`src/rtl/adc_frame_pkg.sv`:
```
// -----------------------------------------------------------------------------
// adc_frame_pkg
// Shared types and constants for the ADC frame sender.
//   frame_state_t : sender FSM state encoding (also exported on the debug port)
//   MAX_LEN_DEF   : default payload limit per frame
//   SYNC0_DEF/SYNC1_DEF : default header sync bytes
//   clamp_len()   : LEN = min(len, max_len) as the 16-bit header length field
// Optional feature macro used by the sender: ADC_FRAME_CSUM_EN
// -----------------------------------------------------------------------------
package adc_frame_pkg;

  typedef enum logic [3:0] {
    ST_IDLE   = 4'd0,
    ST_HDR0   = 4'd1,
    ST_HDR1   = 4'd2,
    ST_LENH   = 4'd3,
    ST_LENL   = 4'd4,
    ST_RD     = 4'd5,
    ST_LAT    = 4'd6,
    ST_DATA   = 4'd7,
    ST_DRAIN  = 4'd8,
    ST_CSUM   = 4'd9,
    ST_CLR    = 4'd10,
    ST_WAITLO = 4'd11
  } frame_state_t;

  localparam int unsigned MAX_LEN_DEF = 4096;
  localparam logic [7:0]  SYNC0_DEF   = 8'hA5;
  localparam logic [7:0]  SYNC1_DEF   = 8'h5A;

  // Header length field; max_len is assumed to fit in 16 bits.
  function automatic logic [15:0] clamp_len(input logic [31:0] len,
                                            input int unsigned max_len);
    return (len > 32'(max_len)) ? 16'(max_len) : len[15:0];
  endfunction

endpackage

```
`src/rtl/adc_frame_sender_if.sv`:
```
// -----------------------------------------------------------------------------
// adc_frame_sender_if
// Byte stream from the frame sender to the SPI transmit shifter.
//   tx_data  : byte being offered
//   tx_valid : tx_data is valid
//   tx_ready : shifter accepts the byte
// Handshake: a byte transfers on every clock edge where tx_valid && tx_ready.
// While tx_valid && !tx_ready the source holds tx_data stable, and tx_valid
// is never withdrawn without a transfer.
// Modports: master = sender side, slave = shifter side.
// -----------------------------------------------------------------------------
interface adc_frame_sender_if;
  logic [7:0] tx_data;
  logic       tx_valid;
  logic       tx_ready;

  modport master (output tx_data, output tx_valid, input tx_ready);
  modport slave  (input tx_data, input tx_valid, output tx_ready);
endinterface

```
`src/rtl/adc_frame_sender.sv`:
```
// -----------------------------------------------------------------------------
// adc_frame_sender
// Drains one captured frame from the ADC FIFO and sends it to the SPI shifter
// as: SYNC0, SYNC1, LEN[15:8], LEN[7:0], LEN payload bytes, [checksum].
// LEN = min(len, MAX_LEN); any surplus FIFO bytes are read and discarded.
// After the frame, clear pulses once and the FSM waits for send_en to drop.
//
// Ports:
//   clk, rst_n   : clock (also FIFO read clock), async active-low reset
//   send_en      : level, frame complete in FIFO
//   len[31:0]    : FIFO byte count, sampled when leaving IDLE
//   fifo_q[7:0]  : FIFO read data, valid one cycle after rd_req
//   rd_req       : FIFO read strobe (one cycle per byte)
//   clear        : one-cycle capture re-arm pulse
//   busy         : high in every state except IDLE
//   tx           : adc_frame_sender_if.master (tx_data/tx_valid/tx_ready)
//   dbg_state_o  : current FSM state
//
// Config macro: ADC_FRAME_CSUM_EN adds a CSUM state that sends the modulo-256
// sum of the transmitted payload bytes after the payload.
// All outputs are registered.
// -----------------------------------------------------------------------------
module adc_frame_sender
  import adc_frame_pkg::*;
#(
  parameter int unsigned MAX_LEN = MAX_LEN_DEF,
  parameter logic [7:0]  SYNC0   = SYNC0_DEF,
  parameter logic [7:0]  SYNC1   = SYNC1_DEF
) (
  input  logic                  clk,
  input  logic                  rst_n,
  input  logic                  send_en,
  input  logic [31:0]           len,
  input  logic [7:0]            fifo_q,
  output logic                  rd_req,
  output logic                  clear,
  output logic                  busy,
  adc_frame_sender_if.master    tx,
  output frame_state_t          dbg_state_o
);

  frame_state_t state_q;
  logic [31:0]  len_q;       // raw len, needed for the drain surplus
  logic [15:0]  flen_q;      // clamped LEN sent in the header
  logic [31:0]  cnt_q;       // payload bytes left, then drain reads left
  logic [7:0]   tx_data_q;
  logic         tx_valid_q;
  logic         rd_req_q;
  logic         clear_q;
  logic         busy_q;
`ifdef ADC_FRAME_CSUM_EN
  logic [7:0]   csum_q;
`endif

  logic hs;
  assign hs = tx_valid_q && tx.tx_ready;

  always_ff @(posedge clk or negedge rst_n) begin
    if (!rst_n) begin
      state_q    <= ST_IDLE;
      len_q      <= '0;
      flen_q     <= '0;
      cnt_q      <= '0;
      tx_data_q  <= '0;
      tx_valid_q <= 1'b0;
      rd_req_q   <= 1'b0;
      clear_q    <= 1'b0;
      busy_q     <= 1'b0;
`ifdef ADC_FRAME_CSUM_EN
      csum_q     <= '0;
`endif
    end else begin
      case (state_q)
        ST_IDLE: begin
          if (send_en) begin
            state_q    <= ST_HDR0;
            busy_q     <= 1'b1;
            len_q      <= len;
            flen_q     <= clamp_len(len, MAX_LEN);
            cnt_q      <= '0;
            tx_data_q  <= SYNC0;
            tx_valid_q <= 1'b1;
`ifdef ADC_FRAME_CSUM_EN
            csum_q     <= '0;
`endif
          end
        end

        ST_HDR0: begin
          if (hs) begin
            state_q   <= ST_HDR1;
            tx_data_q <= SYNC1;
          end
        end

        ST_HDR1: begin
          if (hs) begin
            state_q   <= ST_LENH;
            tx_data_q <= flen_q[15:8];
          end
        end

        ST_LENH: begin
          if (hs) begin
            state_q   <= ST_LENL;
            tx_data_q <= flen_q[7:0];
          end
        end

        ST_LENL: begin
          if (hs) begin
            tx_valid_q <= 1'b0;
            if (flen_q != 16'd0) begin
              state_q  <= ST_RD;
              rd_req_q <= 1'b1;
              cnt_q    <= {16'd0, flen_q};
            end else if (len_q > 32'(MAX_LEN)) begin
              // Only reachable with MAX_LEN = 0: everything is surplus.
              state_q  <= ST_DRAIN;
              rd_req_q <= 1'b1;
              cnt_q    <= len_q - 32'(MAX_LEN);
            end else begin
`ifdef ADC_FRAME_CSUM_EN
              state_q    <= ST_CSUM;
              tx_valid_q <= 1'b1;
              tx_data_q  <= csum_q;
`else
              state_q    <= ST_CLR;
              clear_q    <= 1'b1;
`endif
            end
          end
        end

        ST_RD: begin
          rd_req_q <= 1'b0;
          state_q  <= ST_LAT;
        end

        ST_LAT: begin
          // fifo_q answers the read strobe issued in RD.
          tx_data_q  <= fifo_q;
          tx_valid_q <= 1'b1;
          state_q    <= ST_DATA;
        end

        ST_DATA: begin
          if (hs) begin
            tx_valid_q <= 1'b0;
            cnt_q      <= cnt_q - 32'd1;
`ifdef ADC_FRAME_CSUM_EN
            csum_q     <= csum_q + tx_data_q;
`endif
            if (cnt_q != 32'd1) begin
              state_q  <= ST_RD;
              rd_req_q <= 1'b1;
            end else if (len_q > 32'(MAX_LEN)) begin
              state_q  <= ST_DRAIN;
              rd_req_q <= 1'b1;
              cnt_q    <= len_q - 32'(MAX_LEN);
            end else begin
`ifdef ADC_FRAME_CSUM_EN
              // The accumulator has not absorbed this last byte yet.
              state_q    <= ST_CSUM;
              tx_valid_q <= 1'b1;
              tx_data_q  <= csum_q + tx_data_q;
`else
              state_q    <= ST_CLR;
              clear_q    <= 1'b1;
`endif
            end
          end
        end

        ST_DRAIN: begin
          // rd_req_q doubles as the phase bit: read cycle, then gap cycle,
          // matching the RD/LAT spacing of the payload loop.
          if (rd_req_q) begin
            rd_req_q <= 1'b0;
            cnt_q    <= cnt_q - 32'd1;
          end else if (cnt_q != 32'd0) begin
            rd_req_q <= 1'b1;
          end else begin
`ifdef ADC_FRAME_CSUM_EN
            state_q    <= ST_CSUM;
            tx_valid_q <= 1'b1;
            tx_data_q  <= csum_q;
`else
            state_q    <= ST_CLR;
            clear_q    <= 1'b1;
`endif
          end
        end

        ST_CSUM: begin
          if (hs) begin
            tx_valid_q <= 1'b0;
            clear_q    <= 1'b1;
            state_q    <= ST_CLR;
          end
        end

        ST_CLR: begin
          clear_q <= 1'b0;
          state_q <= ST_WAITLO;
        end

        ST_WAITLO: begin
          // Wait for the capture side to drop its level before re-arming.
          if (!send_en) begin
            state_q <= ST_IDLE;
            busy_q  <= 1'b0;
          end
        end

        default: begin
          state_q    <= ST_IDLE;
          tx_valid_q <= 1'b0;
          rd_req_q   <= 1'b0;
          clear_q    <= 1'b0;
          busy_q     <= 1'b0;
        end
      endcase
    end
  end

  assign tx.tx_data  = tx_data_q;
  assign tx.tx_valid = tx_valid_q;
  assign rd_req      = rd_req_q;
  assign clear       = clear_q;
  assign busy        = busy_q;
  assign dbg_state_o = state_q;

endmodule

```
`src/flat_wrapper.sv`:
```
// flat-port wrapper written by rule: the top's interface ports become plain ports
module adc_frame_sender_flat import adc_frame_pkg::*;
#(
  parameter int unsigned MAX_LEN = MAX_LEN_DEF,
  parameter logic [7:0]  SYNC0   = SYNC0_DEF,
  parameter logic [7:0]  SYNC1   = SYNC1_DEF
)
  (clk, rst_n, send_en, len, fifo_q, rd_req, clear, busy, dbg_state_o, tx_tx_data, tx_tx_valid, tx_tx_ready);
  adc_frame_sender_if tx_i ();
  input  logic clk;
  input  logic rst_n;
  input  logic send_en;
  input  logic [31:0] len;
  input  logic [7:0] fifo_q;
  output logic rd_req;
  output logic clear;
  output logic busy;
  output frame_state_t dbg_state_o;
  output wire logic [$bits(tx_i.tx_data)-1:0] tx_tx_data;
  output wire logic [$bits(tx_i.tx_valid)-1:0] tx_tx_valid;
  input wire logic [$bits(tx_i.tx_ready)-1:0] tx_tx_ready;
  assign tx_tx_data = tx_i.tx_data;
  assign tx_tx_valid = tx_i.tx_valid;
  assign tx_i.tx_ready = tx_tx_ready;
  adc_frame_sender #(.MAX_LEN(MAX_LEN), .SYNC0(SYNC0), .SYNC1(SYNC1)) u_core (.clk(clk), .rst_n(rst_n), .send_en(send_en), .len(len), .fifo_q(fifo_q), .rd_req(rd_req), .clear(clear), .busy(busy), .tx(tx_i), .dbg_state_o(dbg_state_o));
endmodule
```
`config.mk`:
```
export PLATFORM = sky130hd
export DESIGN_NAME = adc_frame_sender_flat
export DESIGN_NICKNAME = d
export VERILOG_FILES = /design/src/rtl/adc_frame_pkg.sv /design/src/rtl/adc_frame_sender_if.sv /design/src/rtl/adc_frame_sender.sv /design/src/flat_wrapper.sv
export SDC_FILE = /design/constraint.sdc
export NUM_CORES = 1
export LEC_CHECK = 0
export ABC_AREA = 0
export CORE_MARGIN = 4
export CORE_UTILIZATION = 50
export DETAILED_ROUTE_END_ITERATION = 6
export HOLD_SLACK_MARGIN = 0.03
export PLACE_DENSITY = 0.72
export SYNTH_ARGS = -nofsm -noshare
export SYNTH_HDL_FRONTEND = slang
export SYNTH_SLANG_ARGS = --single-unit
export TNS_END_PERCENT = 5
```
`constraint.sdc`:
```
create_clock -name clk -period 2.7 [get_ports clk]
set_input_delay 0.675 -clock clk [delete_from_list [all_inputs] [get_ports clk]]
set_output_delay 0.675 -clock clk [all_outputs]
set_load 0.02 [all_outputs]
```
==> results_tabular.tex, run 1 <==
\begin{tabular}{lr}
\hline
Metric & Value \\
\hline
\multicolumn{2}{l}{\textbf{Logic synthesis}} \\
Count of flip-flops with a built-in enable after synthesis & 0 \\
Fraction of post-synthesis cell area in the top cell type by area & 0.420 \\
Post-synthesis cell count & 606 \\
Register area share after synthesis & 0.420 \\
Fraction of synthesis flops using an asynchronous set or reset pin & 1.00 \\
Most numerous cell in the Yosys netlist & sky130\_fd\_sc\_hd\_\_dfrtp\_1 \\
Most numerous cell types in the synthesized netlist & sky130\_fd\_sc\_hd\_\_dfrtp\_1 (96), sky130\_fd\_sc\_hd\_\_nor2\_1 (48), sky130\_fd\_sc\_hd\_\_mux2\_2 (36), sky130\_fd\_sc\_hd\_\_nor3\_1 (35), sky130\_fd\_sc\_hd\_\_o21ai\_0 (34) \\
Number of warning messages in the yosys log & 0 \\
Number of synthesized register bits & 96 \\
Number of unique standard cell types used by synthesis & 64 \\
Top flip-flop cell by instance count after synthesis & sky130\_fd\_sc\_hd\_\_dfrtp\_1 \\
Post-synthesis cell type with the largest combined area & sky130\_fd\_sc\_hd\_\_dfrtp\_1 \\
Number of nets produced by synthesis & 654 \\
Post-synthesis instance area & 0.00572 mm² \\
Cell types occupying the most area after synthesis & sky130\_fd\_sc\_hd\_\_dfrtp\_1 (42\%), sky130\_fd\_sc\_hd\_\_mux2\_2 (7.1\%), sky130\_fd\_sc\_hd\_\_a22o\_1 (3.8\%) \\
Mean cell area of the mapped netlist & 9.44 µm² \\
\multicolumn{2}{l}{\textbf{CTS}} \\
Hold bufs inserted after CTS & 0 \\
Clock tree root buffer cell & sky130\_fd\_sc\_hd\_\_clkbuf\_16 \\
Skew-Pair Late Insertion Delay & between 300 and 400 ps \\
Number of CTS-inserted buffers & 9 \\
H-tree lvl count & 3 \\
Clock sink count & 96 \\
Largest buffer count on any clock path & 2 \\
Clock-pin slew on the worst setup and hold paths & 70 ps \\
Clock tree from TritonCTS & done \\
\multicolumn{2}{l}{\textbf{Setup path}} \\
Critical Path Slowest Stage Cell & sky130\_fd\_sc\_hd\_\_or4\_4 \\
Worst Setup Path Type & reg -> reg \\
Buf/Inv on CP & 1 \\
Crit path arrival time & 3150 ps \\
Critical path endpoint category & register \\
CP cell instances & or4\_4, or3\_4, a2111o\_1, o41ai\_2, buf\_4, nor2\_1, a32oi\_1, nand3\_1 \\
Highest net fanout along the worst path & 7 \\
Crit-path max cell delay & 540 ps \\
Data required time at the worst endpoint & 2920 ps \\
Largest delay share family, worst path & simple AND/OR/NAND/NOR gates \\
Element type at the critical path start & register \\
\multicolumn{2}{l}{\textbf{Status}} \\
Result of the run & finished, violations left \\
Failing checks & setup timing \\
\multicolumn{2}{l}{\textbf{Die}} \\
Die Outline Area & 0.0132 mm² \\
I/O Pins & 60 \\
Std-Cell Rows & 38 \\
Initial Util & 0.519 \\
Overall die width & 115 µm \\
Standard cell core area & 0.0110 mm² \\
Die boundary height & 115 µm \\
\multicolumn{2}{l}{\textbf{Drt}} \\
Final wirelength & 17.7 mm \\
Residual DRC & 0 \\
Antenna-violating nets left & 0 \\
First-iteration detailed-routing DRC count & 442 \\
Via count & $\sim$5.6k \\
Vias per Instance & 6.32 \\
Routed length per placed instance & 19.9 µm \\
Length of the first detailed-routing pass in iterations & 5 \\
\multicolumn{2}{l}{\textbf{Global routing}} \\
GRT Resource Usage Total & 0.279 \\
Wire length of the first global-routing pass & a little under 30 mm \\
Pin count of the biggest net entering global routing & just under 50 \\
Sum of overflow across all layers after global routing & 0 \\
Initial antenna violation count & 0 \\
Vias in the first global route & 5675 \\
\multicolumn{2}{l}{\textbf{Power and ir drop}} \\
Leakage power summed over all cells & 0.00323 µW \\
Peak supply drop & 0.867 mV \\
Cell area power density & 1280 mW/mm² \\
\multicolumn{2}{l}{\textbf{STA}} \\
Skew final & 6.39 ps \\
Number of pins exceeding their max-slew limit in the final report & 0 \\
Slew at the pin closest to its max-slew limit & 730 ps \\
Crit path setup slack, layout & -232 ps \\
Setup Viol. Count Final & 31 \\
Time the worst path needs with I/O delays and setup & 2930 ps \\
Number of failing hold endpoints at the final stage & 0 \\
Summed negative setup slack over all endpoints & -3540 ps \\
RSZ-0062 raised after global routing & true \\
Maximum achievable frequency & 341 MHz \\
Max\_slew headroom & 0.514 \\
Period utilization & 1.09 \\
\multicolumn{2}{l}{\textbf{Final layout}} \\
Area of all sequential standard cells & 0.00240 mm² \\
Layout cell share with drive strength beyond 1 & 0.268 \\
Fillcell total & 842 \\
Final core utilization & 0.690 \\
Final layout net count & $\sim$800 \\
Diode insertion count for antenna repair & 0 \\
Non-filler cells, final & 891 \\
Area occupied by multi-input gates & 0.00324 mm² \\
Area added between synthesis and finish & 33.0\% \\
\multicolumn{2}{l}{\textbf{Flow run}} \\
Max Cap Viol & 0 \\
\multicolumn{2}{l}{\textbf{Place}} \\
Cells after DPL & 866 \\
Count of input and output buffers & 59 \\
GPL Wtd Cong & 0.939 \\
Final HPWL from detailed placement & 13.3 mm \\
\multicolumn{2}{l}{\textbf{Hold path}} \\
Hold/Removal Path Class & in -> async \\
\hline
\end{tabular}
## state kept, by name (all words and copies together) (netlist names)
name / flops
u_core.dbg_state_o: 4
u_core.cnt_q: 32
u_core.tx.tx_data: 8
u_core.busy: 1
u_core.clear: 1
u_core.len_q: 32
u_core.tx.tx_valid: 1
u_core.flen_q: 16
u_core.rd_req: 1
## placed cells by master (no fill, tap or decap), types with 8 or more instances in the layout
cell type	netlist	routed
sky130_fd_sc_hd__a221oi_1	9	9
sky130_fd_sc_hd__nand3_1	15	14
sky130_fd_sc_hd__inv_1	15	15
sky130_fd_sc_hd__dfrtp_1	96	96
sky130_fd_sc_hd__nand2_1	27	25
sky130_fd_sc_hd__o22ai_1	9	9
sky130_fd_sc_hd__nor3_1	35	33
sky130_fd_sc_hd__a21oi_1	24	24
sky130_fd_sc_hd__a22o_1	25	25
sky130_fd_sc_hd__buf_4	1	107
sky130_fd_sc_hd__or4_1	9	8
sky130_fd_sc_hd__mux2_2	36	36
sky130_fd_sc_hd__clkdlybuf4s50_1	0	58
sky130_fd_sc_hd__nor4_1	29	27
sky130_fd_sc_hd__clkbuf_16	0	9
sky130_fd_sc_hd__xnor2_1	18	18
sky130_fd_sc_hd__o21ai_0	34	34
sky130_fd_sc_hd__o21ai_1	18	18
sky130_fd_sc_hd__nor2_1	48	47
## report_power, final
part	switching, µW	internal [µW]	leakage [µW]
combinational	3240	2900	0.00185
sequential	469	1920	0.00124
clock	595	634	0.000138
total	4310	5460	0.00323
## final timing paths
check / end / startpoint / depth (start not counted) / slack [ps]
setup / recovery: u_core.cnt_q[9]$_DFFE_PN0P_ / u_core.len_q[20]$_DFFE_PN0P_ / 8 / -230
hold / removal: u_core.flen_q[4]$_DFFE_PN0P_ / rst_n / 1 / 240
setup reg to reg: u_core.cnt_q[9]$_DFFE_PN0P_ / u_core.len_q[20]$_DFFE_PN0P_ / 8 / -230
hold reg to reg: u_core.tx.tx_data[1]$_DFFE_PN0P_ / u_core.tx.tx_data[1]$_DFFE_PN0P_ / 2 / 490
max in group asynchronous: u_core.cnt_q[9]$_DFFE_PN0P_ / rst_n / 2 / 1750
min in group clk: u_core.tx.tx_data[1]$_DFFE_PN0P_ / u_core.tx.tx_data[1]$_DFFE_PN0P_ / 2 / 490
## kinds of logic after synthesis
kind of cell / after synthesis / share of synthesized area
XOR/XNOR: 23 / 0.0352
AND/OR/NAND/NOR: 210 / 0.195
buffers and inverters: 55 / 0.0407
multiplexers: 40 / 0.0779
adder cells (fa/ha/maj): 5 / 0.0105
flip-flops: 96 / 0.420
AO/OA/AOI/OAI: 177 / 0.220
## cell type report
type,instances,area share
clock buffer,9,0.0296
multi-input combinational,455,0.426
timing repair buffer,169,0.191
inverter,15,0.00740
tap,140,0.0230
sequential,96,0.316
clock inverter,7,0.00724
## per-layer routing
layer / vias to the layer above / global-route usage / wire, µm
met5: - / 0 / 0
met4: 0 / 0.0970 / 450
met3: 41 / 0.0716 / 1250
met2: 232 / 0.442 / 8370
met1: 2772 / 0.372 / 7650
li1: 2584 / - / -
## per-stage QoR
stage / setup WS, ps / cell area [µm²] / total power (µW) / hold slack, ps
final: -232 / 7610 / 9770 / 237
after global routing: -288 / 7610 / 10400 / 255
after CTS: -183 / 7540 / 9510 / 240
after detailed placement: -220 / 7090 / 8100 / 479
after global placement: -162 / 7090 / 7950 / 471
after floorplan: -106 / 5730 / 5720 / 379
## what timing repair did
item | in CTS | in global routing
pin swaps | 8 | 1
resized for setup | 15 | 10
buffers inserted | 8 | 1
setup endpoints to repair | 35 | 36
hold endpoints to repair | 0 | 0
No activity file was read; power rests on OpenSTA's default activity.
==> run 2: changes to the inputs <==
- GPL_TIMING_DRIVEN: not set -> 0
==> run 2 against run 1 <==
Compared with the run above:
- the flow still finishes with violations (setup timing)
- highest routed layer unchanged
- first-iteration DRC count increased by 17%
- count of clock-buffer cells in the layout grew 1
- critical endpoint is now u_core.cnt_q[21]$_DFFE_PN0P_
- largest power group unchanged
- sequential power increased by 6%
- largest cell class unchanged
==> results_tabular.tex, run 2 (synthesized netlist as in run 1, its figures left out) <==
\begin{tabular}{lr}
\hline
Metric & Value \\
\hline
\multicolumn{2}{l}{\textbf{Status}} \\
Result of the run & finished, violations left \\
Failing checks & setup timing \\
\multicolumn{2}{l}{\textbf{Place}} \\
Final HPWL from detailed placement & 12.5 mm \\
GPL Wtd Cong & 0.987 \\
DP Area & 0.00653 mm² \\
Count of input and output buffers & roughly 60 \\
Placement Setup Slack & -600 ps \\
\multicolumn{2}{l}{\textbf{Final layout}} \\
Layout cell share with drive strength beyond 1 & 0.206 \\
Leading cell type in the layout, fill and taps excluded & sky130\_fd\_sc\_hd\_\_dfrtp\_1 \\
Area occupied by multi-input gates & 0.00339 mm² \\
Final layout net count & 746 \\
Final core utilization & 0.665 \\
Final design instance area without fill & around 0.0073 mm² \\
Diode insertion count for antenna repair & 0 \\
Area added between synthesis and finish & 28.3\% \\
Top flop regs & u\_core.cnt\_q: 32 flops, u\_core.len\_q: 32 flops, u\_core.flen\_q: 16 flops \\
Top library cells by usage in the layout, fill and taps aside & sky130\_fd\_sc\_hd\_\_dfrtp\_1 (94), sky130\_fd\_sc\_hd\_\_clkdlybuf4s50\_1 (58), sky130\_fd\_sc\_hd\_\_nor2\_1 (47) \\
Area of all sequential standard cells & 0.00240 mm² \\
Fillcell total & 851 \\
\multicolumn{2}{l}{\textbf{STA}} \\
Time the worst path needs with I/O delays and setup & 2960 ps \\
Period utilization & 1.10 \\
Number of failing hold endpoints at the final stage & 0 \\
Summed negative setup slack over all endpoints & -7900 ps \\
Setup Viol. Count Final & 46 \\
Crit path setup slack, layout & -258 ps \\
Slew at the pin closest to its max-slew limit & between 700 and 800 ps \\
Maximum achievable frequency & 338 MHz \\
RSZ-0062 raised after global routing & true \\
Skew final & 10.5 ps \\
Max\_slew headroom & 0.506 \\
Number of pins exceeding their max-slew limit in the final report & 0 \\
Smallest hold slack & 304 ps \\
\multicolumn{2}{l}{\textbf{CTS}} \\
Clock sink count & 96 \\
Hold bufs inserted after CTS & 0 \\
Clock tree from TritonCTS & done \\
Clock tree root buffer cell & sky130\_fd\_sc\_hd\_\_clkbuf\_16 \\
Number of CTS-inserted buffers & 9 \\
Skew-Pair Late Insertion Delay & 350 ps \\
H-tree lvl count & 3 \\
Clock-pin slew on the worst setup and hold paths & 70 ps \\
Largest buffer count on any clock path & 2 \\
\multicolumn{2}{l}{\textbf{Drt}} \\
Vias per Instance & 6.65 \\
Routed length per placed instance & 21.2 µm \\
Length of the first detailed-routing pass in iterations & 6 \\
Final wirelength & roughly 18 mm \\
Antenna-violating nets left & 0 \\
First-iteration detailed-routing DRC count & 515 \\
Residual DRC & 0 \\
Via count & 5608 \\
\multicolumn{2}{l}{\textbf{Global routing}} \\
Vias in the first global route & 5469 \\
Sum of overflow across all layers after global routing & 0 \\
Pin count of the biggest net entering global routing & 60 \\
GRT Resource Usage Total & 0.271 \\
Initial antenna violation count & 0 \\
Wire length of the first global-routing pass & 28.7 mm \\
\multicolumn{2}{l}{\textbf{Power and ir drop}} \\
Proportion of power drawn by combinational gates & 0.585 \\
Proportion of power drawn by the clock network & 0.146 \\
Internal power & 5030 µW \\
Cell area power density & roughly 1300 mW/mm² \\
Peak supply drop & 0.624 mV \\
Fraction of power spent switching nets & 0.466 \\
Sequential power share & 0.270 \\
Leakage power summed over all cells & 0.00294 µW \\
Switch Pwr & 4390 µW \\
\multicolumn{2}{l}{\textbf{Setup path}} \\
Setup slack, reg-to-reg & -260 ps \\
Critical path endpoint category & register \\
Launch point of the critical path & u\_core.len\_q[26]\$\_DFFE\_PN0P\_ \\
Endpoint of the lowest-slack register-to-register path & u\_core.cnt\_q[21]\$\_DFFE\_PN0P\_ \\
Worst reg2reg path startpoint & u\_core.len\_q[26]\$\_DFFE\_PN0P\_ \\
Element type at the critical path start & register \\
Length in cells of the worst reg-to-reg path & 8 \\
Worst Setup Path Type & reg -> reg \\
Data required time at the worst endpoint & around 3000 ps \\
Highest net fanout along the worst path & 10 \\
Crit path arrival time & 3250 ps \\
\multicolumn{2}{l}{\textbf{Die}} \\
Standard cell core area & about 0.011 mm² \\
I/O Pins & 60 \\
Die boundary height & 115 µm \\
Std-Cell Rows & 38 \\
Initial Util & 0.519 \\
Die Outline Area & between 0.01 and 0.015 mm² \\
Overall die width & 115 µm \\
\multicolumn{2}{l}{\textbf{Flow run}} \\
Max Cap Viol & 0 \\
\multicolumn{2}{l}{\textbf{Hold path}} \\
Hold/Removal Path Class & in -> async \\
\hline
\end{tabular}
run 2: critical path: stages (launching register included):
cell	delay (ps)
sky130_fd_sc_hd__dfrtp_2	440
sky130_fd_sc_hd__or4_4	560
sky130_fd_sc_hd__or3_4	380
sky130_fd_sc_hd__a2111o_1	500
sky130_fd_sc_hd__a21o_1	240
sky130_fd_sc_hd__buf_6	150
sky130_fd_sc_hd__or2_4	270
sky130_fd_sc_hd__o32ai_4	210
sky130_fd_sc_hd__a22o_1	150
run 2: stage by stage:
step	instances	power, µW
after floorplan	606	5720
after global placement	805	6920
after detailed placement	806	7040
after CTS	838	8810
after global routing	843	9960
final	843	9420
run 2: worst max-delay path by stage:
stage / slack (ps) / end
3_5_place_dp: -600 / u_core.cnt_q[13]$_DFFE_PN0P_
6_report: -260 / u_core.cnt_q[21]$_DFFE_PN0P_
4_1_cts: -220 / u_core.cnt_q[15]$_DFFE_PN0P_
2_1_floorplan: -110 / u_core.cnt_q[30]$_DFFE_PN0P_
5_1_grt: -340 / u_core.cnt_q[29]$_DFFE_PN0P_
3_3_place_gp: -2670 / u_core.cnt_q[17]$_DFFE_PN0P_
run 2: area by class of cell:
class / instances / area share
buffer: 38 / 0.0295
clock buffer: 10 / 0.0326
clock inverter: 6 / 0.0102
inverter: 15 / 0.00767
multi-input combinational: 455 / 0.461
sequential: 96 / 0.328
tap: 140 / 0.0239
timing repair buffer: 83 / 0.107
run 2: power by group through the flow:
stage | clock network [µW] | logic, µW | registers, µW
finish | 1370 | 5510 | 2540
global route | 1430 | 5930 | 2610
CTS | 1370 | 4960 | 2490
detailed placement | 0 | 4510 | 2520
global placement | 0 | 4430 | 2490
floorplan | 0 | 3260 | 2450
run 2: repair_timing:
item                       CTS  global route
setup buffers               17             5
gates cloned                 1             0
gates resized for setup     45            30
setup endpoints to repair   46            50
pin swaps                   20             7
run 2: layer usage:
layer / wire, µm / vias to the layer above / GRT usage
met2: 8220 / 301 / 0.412
met3: 1390 / 50 / 0.0347
met1: 7790 / 2755 / 0.394
li1: - / 2502 / -
met5: 0 / - / 0
met4: 441 / 0 / 0.106
==> run 3: changes to the inputs <==
- CORE_MARGIN: 4 -> 2
- PLACE_DENSITY: 0.72 -> 0.69
- clock period: 2.7 -> 3.4 ns (I/O delays scaled with it)
==> run 3 against run 2 <==
Compared with the run above:
- the flow now finishes without violations
- via count is 6.1% lower
- sequential cell count stayed put
- combinational power fell by 33%
- global-route usage grew 1.4 points
- cell count down 2.1%
- clock skew decreased by 2.8 ps
- routed wire length is 4.8% lower
- design area down 6.7%
- highest routed layer unchanged
==> results_tabular.tex, run 3 (synthesized netlist as in run 1, its figures left out) <==
\begin{tabular}{lr}
\hline
Metric & Value \\
\hline
\multicolumn{2}{l}{\textbf{Status}} \\
Result of the run & complete, no violations \\
\multicolumn{2}{l}{\textbf{Place}} \\
GPL Wtd Cong & slightly below 1 \\
Final HPWL from detailed placement & 12.7 mm \\
Count of input and output buffers & 59 \\
Placement Setup Slack & -76.7 ps \\
\multicolumn{2}{l}{\textbf{Setup path}} \\
Buf/Inv on CP & 3 \\
Data required time at the worst endpoint & 3650 ps \\
Highest net fanout along the worst path & 7 \\
Worst Setup Path Type & reg -> reg \\
Element type at the critical path start & register \\
Length in cells of the worst reg-to-reg path & 10 \\
Critical path endpoint category & register \\
Critical Path Slowest Stage Cell & sky130\_fd\_sc\_hd\_\_or4b\_1 \\
Worst reg2reg path startpoint & u\_core.cnt\_q[0]\$\_DFFE\_PN0P\_ \\
Setup slack, reg-to-reg & about 160 ps \\
Crit path arrival time & 3490 ps \\
Endpoint of the lowest-slack register-to-register path & u\_core.cnt\_q[30]\$\_DFFE\_PN0P\_ \\
CP cell instances & inv\_1, ha\_1, or3b\_1, or3\_1, clkbuf\_1, or4b\_1, clkbuf\_2, nor4b\_2, o21ai\_1, a221o\_1 \\
Largest delay share family, worst path & simple AND/OR/NAND/NOR gates \\
Crit-path max cell delay & 580 ps \\
\multicolumn{2}{l}{\textbf{Power and ir drop}} \\
Cell area power density & 992 mW/mm² \\
Leakage power summed over all cells & 0.00277 µW \\
Total power of the final layout & 6800 µW \\
Peak supply drop & 0.513 mV \\
\multicolumn{2}{l}{\textbf{STA}} \\
Skew final & 7.61 ps \\
Period utilization & 0.952 \\
Setup Viol. Count Final & 0 \\
Slew at the pin closest to its max-slew limit & 834 ps \\
Number of pins exceeding their max-slew limit in the final report & 0 \\
Number of failing hold endpoints at the final stage & 0 \\
Time the worst path needs with I/O delays and setup & around 3200 ps \\
Maximum achievable frequency & around 310 MHz \\
RSZ-0062 raised after global routing & false \\
Max\_slew headroom & 0.442 \\
Crit path setup slack, layout & 162 ps \\
\multicolumn{2}{l}{\textbf{Drt}} \\
Routed length per placed instance & 20.6 µm \\
Via count & 5265 \\
Final wirelength & approximately 17 mm \\
Length of the first detailed-routing pass in iterations & 5 \\
Residual DRC & 0 \\
First-iteration detailed-routing DRC count & between 300 and 400 \\
Vias per Instance & 6.38 \\
Antenna-violating nets left & 0 \\
\multicolumn{2}{l}{\textbf{Die}} \\
Die boundary height & 111 µm \\
Std-Cell Rows & 39 \\
Standard cell core area & around 0.011 mm² \\
I/O Pins & 60 \\
Overall die width & 111 µm \\
Initial Util & 0.507 \\
Die Outline Area & approximately 0.012 mm² \\
\multicolumn{2}{l}{\textbf{Final layout}} \\
Top flop regs & u\_core.cnt\_q: 32 flops, u\_core.len\_q: 32 flops, u\_core.flen\_q: 16 flops \\
Area added between synthesis and finish & 19.7\% \\
Fillcell total & 944 \\
Area occupied by multi-input gates & between 0.003 and 0.004 mm² \\
Diode insertion count for antenna repair & 0 \\
Area of all sequential standard cells & 0.00240 mm² \\
Layout cell share with drive strength beyond 1 & 0.119 \\
Top library cells by usage in the layout, fill and taps aside & sky130\_fd\_sc\_hd\_\_dfrtp\_1 (96), sky130\_fd\_sc\_hd\_\_clkdlybuf4s50\_1 (58), sky130\_fd\_sc\_hd\_\_nor2\_1 (48) \\
Final layout net count & 725 \\
Leading cell type in the layout, fill and taps excluded & sky130\_fd\_sc\_hd\_\_dfrtp\_1 \\
\multicolumn{2}{l}{\textbf{CTS}} \\
Clock-pin slew on the worst setup and hold paths & 70 ps \\
Clock tree root buffer cell & sky130\_fd\_sc\_hd\_\_clkbuf\_16 \\
Clock tree from TritonCTS & done \\
Number of CTS-inserted buffers & 9 \\
H-tree lvl count & 3 \\
Largest buffer count on any clock path & 2 \\
Skew-Pair Late Insertion Delay & 360 ps \\
Clock sink count & 96 \\
\multicolumn{2}{l}{\textbf{Global routing}} \\
Wire length of the first global-routing pass & around 28 mm \\
GRT Resource Usage Total & 0.285 \\
Initial antenna violation count & 0 \\
Pin count of the biggest net entering global routing & 56 \\
Sum of overflow across all layers after global routing & 0 \\
Vias in the first global route & 5174 \\
\multicolumn{2}{l}{\textbf{Hold path}} \\
Hold/Removal Path Class & in -> async \\
\multicolumn{2}{l}{\textbf{Flow run}} \\
Max Cap Viol & 0 \\
\hline
\end{tabular}
## run 3: cell types whose count changed in the layout (fill, tap and decap cells not counted), moves of 4 or more
cell                       change
sky130_fd_sc_hd__nor3_1        +5
sky130_fd_sc_hd__buf_2         +4
sky130_fd_sc_hd__nor4_1        +5
sky130_fd_sc_hd__buf_6         -4
sky130_fd_sc_hd__clkbuf_1      +4
sky130_fd_sc_hd__buf_4        -22
sky130_fd_sc_hd__nor3_2        -4
## run 3: area by class of cell
cell class,count,share of cell area
multi-input cells,455,0.453
well taps,143,0.0261
clock buffers,9,0.0329
inverters,15,0.00822
plain buffers,40,0.0260
repair buffers,60,0.0899
clock inverters,7,0.0126
flip-flops and latches,96,0.351
## run 3: what timing repair did
item                                    4_1_cts  5_1_grt
gates resized for setup                       0        4
hold buffers                                  0        0
buffers inserted                              0        0
endpoints found under the setup margin        0       16
## run 3: worst reg2reg max path: stages (launching register included)
cell                       delay [ps]
sky130_fd_sc_hd__dfrtp_1          430
sky130_fd_sc_hd__inv_1            100
sky130_fd_sc_hd__ha_1             190
sky130_fd_sc_hd__or3b_1           440
sky130_fd_sc_hd__or3_1            330
sky130_fd_sc_hd__clkbuf_1         200
sky130_fd_sc_hd__or4b_1           580
sky130_fd_sc_hd__clkbuf_2         180
sky130_fd_sc_hd__nor4b_2          270
sky130_fd_sc_hd__o21ai_1           90
sky130_fd_sc_hd__a221o_1          320
## run 3: power breakdown
part	total (µW)	switching (µW)	internal [µW]
Clock	1090	499	588
Combinational	3710	2200	1510
Sequential	2000	473	1530
Total	6800	3170	3620
## run 3: worst max-delay path by stage
stage                                        end                         start  slack (ps)  cells after the start
finish              u_core.cnt_q[30]$_DFFE_PN0P_   u_core.cnt_q[0]$_DFFE_PN0P_         160                     10
global route        u_core.cnt_q[30]$_DFFE_PN0P_   u_core.cnt_q[0]$_DFFE_PN0P_          20                     10
CTS                 u_core.cnt_q[13]$_DFFE_PN0P_  u_core.len_q[20]$_DFFE_PN0P_          80                      9
detailed placement  u_core.cnt_q[23]$_DFFE_PN0P_                   tx_tx_ready         -80                      8
global placement    u_core.cnt_q[12]$_DFFE_PN0P_                         rst_n       -2120                      1
floorplan           u_core.cnt_q[30]$_DFFE_PN0P_   u_core.cnt_q[0]$_DFFE_PN0P_         510                     10
## run 3: metrics by stage
stage          cells  hold slack [ps]  cell area (µm²)  utilization  setup TNS [ps]
2_1_floorplan    606              467             5720            -               0
3_3_place_gp     808              473             6490        0.576         -202580
3_5_place_dp     809              477             6520        0.578            -273
4_1_cts          825              488             6830        0.606               0
5_1_grt          825              526             6850        0.607               0
6_report         825              471             6850        0.607               0
## run 3: metal layers
layer	part of all wire	GRT usage	vias up	routed length, µm
li1	-	-	2457	-
met1	0.47	0.427	2606	8050
met2	0.46	0.430	179	7780
met3	0.049	0.0388	23	836
met4	0.019	0.0917	0	323
met5	0	0	-	0
